**src/rtl/signed_serial_parallel_multiplier.sv**
```systemverilog
// Serial-parallel multiplier: one multiplier bit per clock, LSB first, against a
// parallel multiplicand, with signed/unsigned mode, ready/start handshake and abort.
module signed_serial_parallel_multiplier #(
    parameter int WIDTH = 8
) (
    input  logic                 clk,
    input  logic                 rst,
    input  logic                 start,
    input  logic                 signed_mode,
    input  logic                 abort,
    input  logic [WIDTH-1:0]     multiplicand,
    input  logic [WIDTH-1:0]     multiplier,
    output logic                 ready,
    output logic                 busy,
    output logic [2*WIDTH-1:0]   product,
    output logic                 done
);

    localparam int PW = 2 * WIDTH;
    localparam int CW = $clog2(WIDTH) + 1;
    localparam logic [CW-1:0] LAST_CNT = CW'(WIDTH - 1);
    localparam logic [CW-1:0] CNT_ONE  = CW'(1);

    typedef enum logic [1:0] {
        IDLE = 2'd0,
        RUN  = 2'd1,
        DONE = 2'd2
    } state_t;

    state_t          state_q, state_d;
    logic [PW-1:0]   a_q, a_d;
    logic [WIDTH-1:0] b_q, b_d;
    logic            mode_q, mode_d;
    logic [PW-1:0]   acc_q, acc_d;
    logic [CW-1:0]   cnt_q, cnt_d;
    logic [PW-1:0]   product_q, product_d;
    logic            done_q, done_d;

    logic            last_step;
    logic [PW-1:0]   step_sum;
    logic [PW-1:0]   a_ext;

    // a_q is pre-shifted every step, so it already equals A_ext << counter; the
    // MSB of a signed multiplier carries negative weight and is subtracted.
    always_comb begin
        last_step = (cnt_q == LAST_CNT);
        step_sum  = acc_q;
        if (b_q[0]) begin
            if (last_step && mode_q) begin
                step_sum = acc_q - a_q;
            end else begin
                step_sum = acc_q + a_q;
            end
        end else begin
            step_sum = acc_q;
        end
    end

    // Sign- or zero-extend the multiplicand as it is latched.
    always_comb begin
        a_ext = {{WIDTH{signed_mode & multiplicand[WIDTH-1]}}, multiplicand};
    end

    // Next-state and datapath update.
    always_comb begin
        state_d   = state_q;
        a_d       = a_q;
        b_d       = b_q;
        mode_d    = mode_q;
        acc_d     = acc_q;
        cnt_d     = cnt_q;
        product_d = product_q;
        done_d    = 1'b0;
        case (state_q)
            IDLE: begin
                if (start) begin
                    a_d     = a_ext;
                    b_d     = multiplier;
                    mode_d  = signed_mode;
                    acc_d   = {PW{1'b0}};
                    cnt_d   = {CW{1'b0}};
                    state_d = RUN;
                end else begin
                    state_d = IDLE;
                end
            end
            RUN: begin
                if (abort) begin
                    state_d = IDLE;
                end else begin
                    acc_d = step_sum;
                    a_d   = a_q << 1;
                    b_d   = b_q >> 1;
                    cnt_d = cnt_q + CNT_ONE;
                    if (last_step) begin
                        product_d = step_sum;
                        done_d    = 1'b1;
                        state_d   = DONE;
                    end else begin
                        state_d = RUN;
                    end
                end
            end
            DONE: begin
                state_d = IDLE;
            end
            default: begin
                state_d = IDLE;
            end
        endcase
    end

    // State and datapath registers.
    always_ff @(posedge clk or negedge rst) begin
        if (!rst) begin
            state_q   <= IDLE;
            a_q       <= {PW{1'b0}};
            b_q       <= {WIDTH{1'b0}};
            mode_q    <= 1'b0;
            acc_q     <= {PW{1'b0}};
            cnt_q     <= {CW{1'b0}};
            product_q <= {PW{1'b0}};
            done_q    <= 1'b0;
        end else begin
            state_q   <= state_d;
            a_q       <= a_d;
            b_q       <= b_d;
            mode_q    <= mode_d;
            acc_q     <= acc_d;
            cnt_q     <= cnt_d;
            product_q <= product_d;
            done_q    <= done_d;
        end
    end

    assign ready   = (state_q == IDLE);
    assign busy    = (state_q == RUN);
    assign product = product_q;
    assign done    = done_q;

endmodule

```
**config.mk**
```make
export PLATFORM = sky130hd
export DESIGN_NAME = signed_serial_parallel_multiplier
export DESIGN_NICKNAME = d
export VERILOG_FILES = /design/src/rtl/signed_serial_parallel_multiplier.sv
export SDC_FILE = /design/constraint.sdc
export NUM_CORES = 1
export LEC_CHECK = 0
export BUFFER_PORTS_ARGS = -buffer_cell sky130_fd_sc_hd__buf_2
export CAP_MARGIN = 20
export CELL_PAD_IN_SITES_DETAIL_PLACEMENT = 1
export CELL_PAD_IN_SITES_GLOBAL_PLACEMENT = 2
export CORE_ASPECT_RATIO = 0.9
export CORE_UTILIZATION = 37
export CTS_CLUSTER_SIZE = 30
export DETAILED_ROUTE_END_ITERATION = 12
export GPL_ROUTABILITY_DRIVEN = 0
export PLACE_DENSITY = 0.81
export SLEW_MARGIN = 40
export SYNTH_ARGS = -nofsm -noshare
export SYNTH_HDL_FRONTEND = slang
export SYNTH_SLANG_ARGS = --single-unit
```
**constraint.sdc**
```tcl
create_clock -name clk -period 4.85 [get_ports clk]
set_clock_uncertainty 0.15 [all_clocks]
set_input_delay 0.485 -clock clk [delete_from_list [all_inputs] [get_ports clk]]
set_output_delay 0.485 -clock clk [all_outputs]
set_load 0.02 [all_outputs]
```
==> results.py, run 1 <==
metrics = {
    "outcome": {
        "outcome": "finished clean",
    },
    "power": {
        "switchingPower_mw": 0.949,
        "intPower_mw": 1.52,
        "power.clock.fraction_pct": 27.9,
        "power_density_mw_per_mm2": 566,
        "swShare_pct": 38.4,
        "p_comb_share_pct": 40.6,
        "power_frac_seq_pct": 31.6,
        "p_leak_nw": 2.12,
        "peakVddDrop_uv": 225,
    },
    "yosys": {
        "yosysTopAreaCellShare_pct": 42.6,
        "synth_edf_count": 0,
        "synthArstFlopShare_pct": 100,
        "syn_nets": 451,
        "syn_inst": 412,
        "ys_types": 52,
        "synth_area_leaders": "dfrtp_1 43%, nand2_1 6.7%, ha_1 5.7%",
        "ys_warn_count": 0,
        "seq_area_frac_synth_pct": 42.6,
        "synthFlopType": "dfrtp_1",
        "synth_largest_area_cell": "dfrtp_1",
        "syn_avg_cell_area_um2": 9.13,
        "netlist_area_mm2": 0.00376,
        "ys_seq_elements": 64,
    },
    "global_route": {
        "grt_max_degree": 65,
        "first_global_vias": 3247,
        "grtUsageTotal_pct": 20.6,
        "grt_pass1_wl_um": 16500,
        "antenna_found_initial": 0,
        "grt_remaining_overflow": 0,
    },
    "clock_network": {
        "clock_latency_ns": 0.34,
        "cts_root_buf": "clkbuf_16",
        "numCtsBuffers": 9,
        "cts_setup_buffers": 0,
        "cts.path.max_buffers": 2,
        "htree_levels": 3,
        "hold_buffers": 0,
        "cts_tree": "built",
        "cts-resized-gates": 0,
        "cts.clk_slew.worst_paths_ns": 0.05,
        "clock-sinks": 64,
    },
    "layout": {
        "multi_input_area_mm2": 0.00199,
        "diodes": 0,
        "fillers": 1161,
        "syn_to_final_growth_pct": 16.1,
        "drive_above_1_share_pct": 15.9,
        "nNetsFinal": 486,
        "seq_area_mm2": 0.00160,
    },
    "drt": {
        "final_antenna_net_count": 0,
        "dr_total_vias": 3164,
        "routedWlPerCell_um": 16.7,
        "drt_iter0_markers": 82,
        "drtPass1Iterations": 4,
        "via_per_inst": 5.47,
        "drc": 0,
        "totalWireLength_um": 9650,
    },
    "sta": {
        "period_share_pct": 85.5,
        "max_freq_mhz": 241,
        "worst_pin_slew_ns": 0.740,
        "hold_viol": 0,
        "maxSlewHeadroom_pct": 50.6,
        "fin_setup_tns_ns": 0,
        "period_minus_slack_ns": 4.15,
        "setup_violations": 0,
        "rsz0062_at_grt": "no",
        "report.final.slew_viol_count": 0,
        "whs_ns": 0.0918,
    },
    "worst_setup_path": {
        "end_kind": "register",
        "cpMostUsedCell": "a311oi_1",
        "cpPeakStageDelay_ns": 0.62,
        "worstSetupStartpointType": "register",
        "crit_path_cell_trace": "ha_1, and3b_1, and2_0, mux2_2, fa_1, nor2b_1, o2111a_1, o211ai_1, a311oi_1, a31oi_1, xor2_1, a311oi_1",
        "cp_max_fo": 15,
        "arrival_ns": 4.22,
        "cp_slowest_cell": "and2_0",
        "ff2ff_path_depth": 12,
        "crit_type": "register to register",
        "crit_required_ns": 4.93,
    },
    "die": {
        "die_w_um": 108,
        "core.rowCount": 34,
        "fp.dieH_um": 97.7,
        "core_area_mm2": 0.00978,
        "die-area_mm2": 0.0106,
        "start_util_pct": 38.5,
        "design.portCount": 40,
    },
    "place": {
        "io_buffers": 39,
        "detailed_place_hpwl_um": 6750,
    },
    "worst_hold_path": {
        "hold_class": "primary input to asynchronous set/reset pin",
    },
    "job": {
        "drv_cap": 0,
    },
}
cell type report:
| type | count | share of cell area [%] |
|---|---|---|
| inverters | 16 | 1.37 |
| flip-flops and latches | 64 | 36.7 |
| clock inverters | 2 | 0.802 |
| well taps | 126 | 3.61 |
| repair buffers | 44 | 5.41 |
| multi-input cells | 312 | 45.6 |
| clock buffers | 14 | 6.50 |
worst paths after layout:
kind / from / end / slack, ns
min in group clk: signed_mode / mode_q$_DFFE_PN0P_ / 0.20
setup reg to reg: cnt_q[0]$_DFFE_PN0P_ / product[14]$_DFFE_PN0P_ / 0.70
hold / removal: rst / done$_DFF_PN0_ / 0.09
max in group asynchronous: rst / a_q[2]$_DFFE_PN0P_ / 4.04
setup / recovery: cnt_q[0]$_DFFE_PN0P_ / product[14]$_DFFE_PN0P_ / 0.70
hold reg to reg: product[7]$_DFFE_PN0P_ / product[7]$_DFFE_PN0P_ / 0.31
cells in the mapped netlist (4+ instances only):
master,number
dfrtp_1,64
clkbuf_8,4
nor3_1,13
clkbuf_1,15
a22oi_1,17
nand3_1,18
a21oi_1,21
inv_1,15
a21o_1,8
o21ai_0,30
mux2i_1,5
nand2_1,67
ha_1,17
a22o_1,4
xor2_1,8
nor2_1,22
o211ai_1,4
mux2_2,6
xnor2_1,21
nor2b_1,4
placed cells by master, fill, tap and decap left out, types with 5 or more instances in the layout:
cell	netlist	routed
buf_2	0	39
clkbuf_16	0	9
a22oi_1	17	17
dfrtp_1	64	64
nor2_1	22	22
mux2i_1	5	5
a21oi_1	21	21
ha_1	17	17
nor3_1	13	13
inv_1	15	15
a21o_1	8	8
xor2_1	8	8
mux2_2	6	6
o21ai_0	30	30
nand2_1	67	66
xnor2_1	21	21
nand3_1	18	18
metal layers:
metal / routed length [um] / track usage, % / part of all wire, % / vias up
met5: 0 / 0 / 0 / -
met4: 171 / 7.90 / 1.8 / 0
met3: 236 / 4.63 / 2.4 / 13
met2: 4820 / 33.8 / 50 / 40
met1: 4430 / 26.0 / 46 / 1586
li1: - / - / - / 1525
worst max-delay path, delay by kind of cell (launching register included):
family	cells	cell delay [ns]
AOI/OAI and AO/OA	5	1.25
and+or+nand+nor	3	1.00
adders and majority gates	2	0.64
muxes	1	0.44
DFF	1	0.39
xor gates and xnor gates	1	0.17
sequential cells by signal, indices dropped and copies added, names as in the netlist:
| signal | count |
|---|---|
| a_q | 16 |
| acc_q | 16 |
| b_q | 8 |
| cnt_q | 4 |
| done | 1 |
| mode_q | 1 |
| product | 16 |
| state_q | 2 |
stage by stage:
step                      setup WS, ns  utilization, %  power (mW)  cells  area [um^2]
after CTS                        0.687            44.7        2.50    578         4370
after floorplan                   1.42               -        1.53    412         3760
after detailed placement         0.725            41.4        1.78    562         4050
after global routing             0.302            44.7        2.66    578         4370
after global placement           0.919            41.3        1.76    562         4040
final                            0.703            44.7        2.47    578         4370
power groups by stage:
stage | clock network [mW] | logic [mW] | registers [mW]
5_1_grt | 0.729 | 1.13 | 0.799
6_report | 0.689 | 1.00 | 0.780
3_5_place_dp | 0 | 0.997 | 0.788
4_1_cts | 0.706 | 1.01 | 0.780
2_1_floorplan | 0 | 0.771 | 0.756
3_3_place_gp | 0 | 0.973 | 0.783
cells by family (layout without fill, tap and decap cells):
kind of cell / after synthesis / in the layout / share of synthesized area [%]
AO/OA/AOI/OAI: 103 / 103 / 17.5
XOR/XNOR: 29 / 29 / 6.75
adder cells (fa/ha/maj): 18 / 18 / 6.18
buffers and inverters: 36 / 76 / 4.65
flip-flops: 64 / 64 / 42.6
multiplexers: 11 / 11 / 3.12
AND/OR/NAND/NOR: 151 / 151 / 19.2
No activity file was read; power rests on OpenSTA's default activity.
==> run 2, diff against run 1 <==
--- a/config.mk
+++ b/config.mk
@@ -14,7 +14,9 @@
 export CTS_CLUSTER_SIZE = 30
 export DETAILED_ROUTE_END_ITERATION = 12
 export GPL_ROUTABILITY_DRIVEN = 0
-export PLACE_DENSITY = 0.81
+export HOLD_SLACK_MARGIN = 0.08
+export PLACE_DENSITY_LB_ADDON = 0.15
+export REMOVE_ABC_BUFFERS = 1
 export SLEW_MARGIN = 40
 export SYNTH_ARGS = -nofsm -noshare
 export SYNTH_HDL_FRONTEND = slang
==> run 2 against run 1 <==
Compared with the run above: routed wire length shrank 0.91%; cell count is the same; sequential share of layout area grew 0.21 points; first-iteration DRC count grew 9.8%; sequential cell count is the same; global-route usage shrank 0.66 points; total power shrank 2.8%; sequential power is essentially flat; core utilization shrank 0.26 points; worst hold slack lost 0.0091 ns; register-to-register slack gained 0.43 ns; clock power shrank 7.4%.
==> results.py, run 2 (synthesis gave the netlist of run 1 again) <==
metrics = {
    "outcome": {
        "outcome": "finished clean",
    },
    "sta": {
        "maxSlewHeadroom_pct": 47.5,
        "period_minus_slack_ns": 3.71,
        "report.final.slew_viol_count": 0,
        "hold_viol": 0,
        "fin_setup_tns_ns": 0,
        "worst_pin_slew_ns": 0.785,
        "setup_violations": 0,
        "period_share_pct": 76.6,
        "max_freq_mhz": 269,
        "rsz0062_at_grt": "no",
    },
    "global_route": {
        "grtUsageTotal_pct": 19.9,
        "grt_remaining_overflow": 0,
        "first_global_vias": 3188,
        "antenna_found_initial": 0,
        "grt_max_degree": 65,
        "grt_pass1_wl_um": 16100,
    },
    "power": {
        "peakVddDrop_uv": 212,
        "power_frac_seq_pct": 32.4,
        "power.clock.fraction_pct": 26.5,
        "p_comb_share_pct": 41.0,
        "switchingPower_mw": 0.926,
        "power.total_mw": 2.40,
        "p_leak_nw": 2.10,
        "power_density_mw_per_mm2": 553,
        "intPower_mw": 1.48,
        "swShare_pct": 38.5,
    },
    "clock_network": {
        "cts_setup_buffers": 0,
        "numCtsBuffers": 9,
        "cts.clk_slew.worst_paths_ns": 0.05,
        "cts.path.max_buffers": 2,
        "cts-resized-gates": 0,
        "htree_levels": 3,
        "cts_root_buf": "clkbuf_16",
        "clock-sinks": 64,
        "clock_latency_ns": 0.33,
        "hold_buffers": 0,
        "cts_tree": "built",
    },
    "layout": {
        "fin_cells": 578,
        "seq_area_mm2": 0.00160,
        "final_common_cell": "nand2_1",
        "nNetsFinal": 487,
        "fin_area_mm2": 0.00434,
        "layout_common_cells": "65 x nand2_1, 64 x dfrtp_1, 39 x buf_2, 30 x o21ai_0, 22 x nor2_1",
        "diodes": 0,
        "fillers": 1159,
        "syn_to_final_growth_pct": 15.4,
        "drive_above_1_share_pct": 15.9,
        "multi_input_area_mm2": 0.00199,
        "finish.utilization_pct": 44.4,
    },
    "worst_setup_path": {
        "rrSetupSlack_ns": 1.14,
        "crit_path_cell_trace": "ha_1, and3b_1, and2_0, buf_4, nor2_1, xnor2_1, ha_1, nor2b_1, o2111a_1, o211ai_1, a311oi_1, a31oi_1, xor2_1, a311oi_1",
        "end_kind": "register",
        "rr_endpoint": "product[14]$_DFFE_PN0P_",
        "cp_max_fo": 14,
        "cpPeakStageDelay_ns": 0.40,
        "crit_start": "cnt_q[0]$_DFFE_PN0P_",
        "ff2ff_path_depth": 14,
        "r2r_start": "cnt_q[0]$_DFFE_PN0P_",
        "cp-endpoint": "product[14]$_DFFE_PN0P_",
        "crit_required_ns": 4.93,
        "worstSetupStartpointType": "register",
        "cp_slowest_cell": "dfrtp_1",
        "crit_type": "register to register",
        "arrival_ns": 3.79,
    },
    "job": {
        "drv_cap": 0,
    },
    "die": {
        "die_w_um": 108,
        "core_area_mm2": 0.00978,
        "design.portCount": 40,
        "fp.dieH_um": 97.7,
        "die-area_mm2": 0.0106,
        "core.rowCount": 34,
        "start_util_pct": 38.5,
    },
    "drt": {
        "totalWireLength_um": 9570,
        "routedWlPerCell_um": 16.5,
        "drtPass1Iterations": 6,
        "drc": 0,
        "final_antenna_net_count": 0,
        "via_per_inst": 5.38,
        "dr_total_vias": 3108,
        "drt_iter0_markers": 90,
    },
    "place": {
        "dp_cells": 563,
        "io_buffers": 39,
        "placed_area_mm2": 0.00405,
        "detailed_place_hpwl_um": 6640,
    },
    "worst_hold_path": {
        "hold_class": "primary input to asynchronous set/reset pin",
    },
}
-- run 2: stage by stage --
step	hold WS [ns]	worst slack, ns
CTS	0.124	1.11
global placement	0.295	1.29
floorplan	0.0394	1.28
detailed placement	0.301	1.14
finish	0.0828	1.14
global route	0.162	0.823
-- run 2: cell type report --
type | count | area share (%)
Multi-Input combinational cell | 312 | 45.9
Sequential cell | 64 | 36.9
Clock buffer | 12 | 5.67
Timing Repair Buffer | 45 | 5.62
Tap cell | 126 | 3.63
Inverter | 16 | 1.38
Clock inverter | 3 | 0.979
-- run 2: worst min path at each step --
stage / startpoint / slack (ns) / cells after the start / end
after CTS: rst / 0.12 / 2 / done$_DFF_PN0_
after global placement: product[3]$_DFFE_PN0P_ / 0.30 / 2 / product[3]$_DFFE_PN0P_
after detailed placement: product[5]$_DFFE_PN0P_ / 0.30 / 2 / product[5]$_DFFE_PN0P_
after global routing: rst / 0.16 / 2 / done$_DFF_PN0_
final: rst / 0.08 / 2 / product[10]$_DFFE_PN0P_
after floorplan: rst / 0.04 / 0 / a_q[0]$_DFFE_PN0P_
-- run 2: layer usage --
layer	track usage, %	part of all wire [%]	up-vias
li1	-	-	1529
met1	26.7	49	1532
met2	31.3	47	41
met3	4.09	2.5	6
met4	7.48	0.88	0
met5	0	0	-
-- run 2: power by group through the flow --
stage,Combinational (mW),Sequential [mW],Clock (mW)
2_1_floorplan,0.740,0.769,0
3_3_place_gp,0.972,0.787,0
3_5_place_dp,0.985,0.790,0
4_1_cts,0.998,0.783,0.662
5_1_grt,1.11,0.799,0.680
6_report,0.986,0.779,0.638
-- run 2: critical path: cells and delay by family (launching register included) --
| kind | cells | cell delay, ns |
|---|---|---|
| xor+xnor | 2 | 0.26 |
| simple gates | 4 | 0.77 |
| flops | 1 | 0.40 |
| buf+inv | 1 | 0.21 |
| compound gates | 5 | 1.25 |
| fa+ha+maj | 2 | 0.57 |
